### config.mk
export PLATFORM = sky130hd
export DESIGN_NAME = mem_access_stage
export DESIGN_NICKNAME = d
export VERILOG_FILES = /design/src/rtl/mem_access_stage.sv
export SDC_FILE = /design/constraint.sdc
export NUM_CORES = 1
export LEC_CHECK = 0
export CAP_MARGIN = 30
export CELL_PAD_IN_SITES_DETAIL_PLACEMENT = 1
export CELL_PAD_IN_SITES_GLOBAL_PLACEMENT = 2
export CORE_ASPECT_RATIO = 0.6
export CORE_MARGIN = 5
export CORE_UTILIZATION = 17
export DETAILED_ROUTE_END_ITERATION = 16
export PLACE_DENSITY = 0.86
export SLEW_MARGIN = 20
export SYNTH_ARGS = -nofsm -noshare
export SYNTH_HDL_FRONTEND = slang
export SYNTH_SLANG_ARGS = --single-unit
### constraint.sdc
create_clock -name clk -period 3.3 [get_ports clk]
set_clock_uncertainty 0.1 [all_clocks]
set_input_delay 0.66 -clock clk [delete_from_list [all_inputs] [get_ports clk]]
set_output_delay 0.66 -clock clk [all_outputs]
set_load 0.05 [all_outputs]
### src/rtl/mem_access_stage.sv
// MEM pipeline stage: drives the data-memory strobes and hands write-back data to MEM/WB.
// Optional load/store performance counters are enabled by defining MEM_STAGE_PERF_EN.
module mem_access_stage #(
  parameter int DATA_W = 64,
  parameter int ADDR_W = 8,
  parameter int REG_W  = 5
) (
  input  logic              clk,
  input  logic              reset,
  input  logic              in_valid,
  output logic              in_ready,
  input  logic              in_mem_read,
  input  logic              in_mem_write,
  input  logic [ADDR_W-1:0] in_addr,
  input  logic [DATA_W-1:0] in_wdata,
  input  logic [DATA_W-1:0] in_alu_result,
  input  logic [REG_W-1:0]  in_rd,
  input  logic              in_reg_write,
  output logic              Write_Enable,
  output logic [ADDR_W-1:0] rW_Addr,
  output logic [DATA_W-1:0] rW_Data,
  output logic              Read_Enable,
  output logic [ADDR_W-1:0] rR_Addr,
  input  logic [DATA_W-1:0] rR_Data,
  output logic              out_valid,
  input  logic              out_ready,
  output logic [DATA_W-1:0] out_wb_data,
  output logic [REG_W-1:0]  out_rd,
  output logic              out_reg_write,
`ifdef MEM_STAGE_PERF_EN
  output logic [31:0]       load_count,
  output logic [31:0]       store_count,
`endif
  output logic              err_flag
);

  typedef enum logic {IDLE, LOAD_WAIT} state_t;

  state_t state, nextState;
  logic   accept;
  logic   isLoad;

  // A simultaneous read+write request is treated as a store; the load is dropped.
  assign isLoad  = in_mem_read && !in_mem_write;
  assign rW_Addr = in_addr;
  assign rW_Data = in_wdata;
  assign rR_Addr = in_addr;

  always_ff @(posedge clk or posedge reset) begin
    if (reset) state <= IDLE;
    else       state <= nextState;
  end

  always_comb begin
    nextState    = state;
    in_ready     = 1'b0;
    accept       = 1'b0;
    Write_Enable = 1'b0;
    Read_Enable  = 1'b0;
    case (state)
      IDLE: begin
        in_ready     = !out_valid || out_ready;
        accept       = in_valid && in_ready && !reset;
        Write_Enable = accept && in_mem_write;
        Read_Enable  = accept && isLoad;
        if (accept && isLoad) nextState = LOAD_WAIT;
      end
      LOAD_WAIT: nextState = IDLE;
      default:   nextState = IDLE;
    endcase
  end

  always_ff @(posedge clk or posedge reset) begin
    if (reset) begin
      out_valid     <= 1'b0;
      out_wb_data   <= '0;
      out_rd        <= '0;
      out_reg_write <= 1'b0;
      err_flag      <= 1'b0;
    end else begin
      if (accept && in_mem_read && in_mem_write) err_flag <= 1'b1;
      if (state == LOAD_WAIT) begin
        out_valid   <= 1'b1;
        out_wb_data <= rR_Data;
      end else if (accept) begin
        // Loads latch the destination now and publish data one cycle later.
        out_valid     <= !isLoad;
        out_rd        <= in_rd;
        out_reg_write <= in_reg_write;
        if (!isLoad) out_wb_data <= in_alu_result;
      end else if (out_ready) begin
        out_valid <= 1'b0;
      end
    end
  end

`ifdef MEM_STAGE_PERF_EN
  always_ff @(posedge clk or posedge reset) begin
    if (reset) begin
      load_count  <= '0;
      store_count <= '0;
    end else begin
      if (Read_Enable && load_count != 32'hFFFF_FFFF)   load_count  <= load_count + 32'd1;
      if (Write_Enable && store_count != 32'hFFFF_FFFF) store_count <= store_count + 32'd1;
    end
  end
`endif

endmodule
==> reports/metrics.csv, run 1 <==
metric,value,unit
outcome,finished clean,
power_density,580,mW/mm2
antenna_found_initial,1,
syn_to_final_growth,47.4,%
cp.arrival,2.07,ns
drive_gt1_share,7.63,%
dr_total_vias,4392,
grt_first_pass_wirelength,29600,um
yosys.area.top_type,dfrtp_1,
grt_pass1_vias,4782,
track_usage,12.3,%
dp_hpwl,13000,um
post_cts_buffers,0,
grt_max_degree,67,
reg2reg_slack,1.62,ns
syn-cell-area,0.00464,mm2
finalSetupViolCount,0,
r2r-end,out_wb_data[27],
p_total,3.97,mW
post-route-drc-count,0,
path_clk_slew,0.06,ns
slew_headroom,42.0,%
port_buffers,214,
hold_slack,0.392,ns
chipWidth,223,um
dpl_cell_area,0.00656,mm2
min_from,err_flag,
place_ws,0.479,ns
drtIter0Drc,273,
fin_crit,2.83,ns
setup_ws,0.473,ns
worst-setup-path-type,input pin to output port,
synth_cell_types,18,
critPathCaptureType,output port,
clock_latency,0.35,ns
rows,46,
cts_resized,0,
die_h,138,um
gp_congestion,0.757,
r2r_start,out_valid,
p_leak,2.43,nW
ys_warn_count,0,
clk_path_buf_depth,2,
hold_depth,1,
ys_seq_area_share,39.3,%
final_cell_area,0.00685,mm2
wire_per_inst,20.2,um
root_buffer,clkbuf_16,
min_to,err_flag,
synth_nets,697,
cts_made_buffers,9,
cts_num_sinks,73,
fin_crit_sh,85.7,%
irDropWorstVdd,0.308,mV
hold_path_class,register to register,
drtAntennaViolNets,0,
syn_area_per_cell,9.57,um2
fp.dieArea,0.0308,mm2
tritoncts,built,
firstDrtPassIters,6,
slew_viol_final,0,
crit_path_max_fanout,12,
htreeDepth,3,
ys_ff_latch,73,
start_kind,input pin,
fin_tns_setup,0,ns
required,2.54,ns
yosysTopAreaCellShare,39.3,%
wirelength,19200,um
cts_hold_buffers,0,
cap_violations,0,
fp.coreArea,0.0266,mm2
tightest_slew,0.869,ns
synthesis.instances,485,
floorplan.initialDensity,17.4,%
ios,367,
rsz0062_at_grt,false,
fmax,354,MHz
grt_overflow,0,
synth_area_leaders,"dfrtp_1 39%, buf_4 14%, a41oi_1 12%",
final-hold-violation-count,0,
rr_worst_depth,4,
routed_via_density,4.62,
diodes,0,
nets,797,
## critical path: stages
cell and delay, ns:
clkdlybuf4s50_1 0.50, nand2b_4 0.29, nor4_2 0.40, buf_12 0.19
## kinds of logic after synthesis
kind of cell	count (synthesis)	synth area share, %
muxes	6	1.46
AOI/OAI and AO/OA	194	29.7
buffers and inverters	138	19.2
and+or+nand+nor	74	10.3
DFF	73	39.3
## per-layer routing
| metal | wire, um | share of wire [%] | GRT usage, % | up-vias |
|---|---|---|---|---|
| li1 | - | - | - | 1942 |
| met1 | 8670 | 45 | 16.0 | 2202 |
| met2 | 8270 | 43 | 17.4 | 229 |
| met3 | 2020 | 11 | 7.07 | 17 |
| met4 | 242 | 1.3 | 2.93 | 2 |
| met5 | 11 | 0.057 | 0 | - |
## cells in the mapped netlist
library cell and count:
buf_4 87, dfrtp_1 73, nor2b_1 67, o31ai_1 65, a21oi_1 64, a41oi_1 64, buf_2 33, clkbuf_1 16
mux2_2 6, nand2b_1 2, a31o_2 1, and2_1 1, buf_6 1, inv_1 1, nand2b_4 1, nor2_1 1
nor3_4 1, nor4_1 1
## state kept, by name, indices dropped and copies added (netlist names)
signal	flops
err_flag	1
out_rd	5
out_reg_write	1
out_valid	1
out_wb_data	64
state	1
## worst max-delay path by stage
stage / start / to / depth (start not counted)
floorplan: out_valid / Read_Enable / 4
global placement: reset / Read_Enable / 4
detailed placement: reset / Read_Enable / 4
CTS: reset / Read_Enable / 4
global route: reset / Read_Enable / 4
finish: reset / Read_Enable / 4
## through the flow
step	cells	utilization (%)
after floorplan	485	-
after global placement	934	24.6
final	950	25.7
after detailed placement	934	24.6
after global routing	950	25.7
after CTS	950	25.7
## placed cells by master (no fill, tap or decap), types with 6 or more instances in the layout
master and n:
a21oi_1 64, a41oi_1 64, buf_12 7, buf_4 8, clkbuf_16 9, clkdlybuf4s50_1 211, dfrtp_1 72, mux2_2 6
nor2b_1 64, o31ai_1 65
## power breakdown
part	switching, mW	internal [mW]	leakage [nW]
Sequential	0.115	1.09	0.875
Clock	0.409	0.605	0.144
Combinational	1.10	0.646	1.41
## cell type report
| type | instances | area [um2] |
|---|---|---|
| Clock buffer | 13 | 250 |
| Clock inverter | 3 | 40.0 |
| Fill cell | 3048 | 19800 |
| Inverter | 1 | 5.00 |
| Multi-Input combinational cell | 274 | 1960 |
| Sequential cell | 73 | 1830 |
| Tap cell | 360 | 450 |
| Timing Repair Buffer | 226 | 2310 |
Note: power is estimated with default switching activity, not from simulation.
==> inputs of run 2 (changes only) <==
--- a/config.mk
+++ b/config.mk
@@ -11,6 +11,7 @@
 export CORE_ASPECT_RATIO = 0.6
 export CORE_MARGIN = 5
 export CORE_UTILIZATION = 17
+export CTS_CLUSTER_SIZE = 25
 export DETAILED_ROUTE_END_ITERATION = 16
 export PLACE_DENSITY = 0.86
 export SLEW_MARGIN = 20
==> results of run 2 <==
No change in the layout: final DEF, timing and power equal those of run 1.
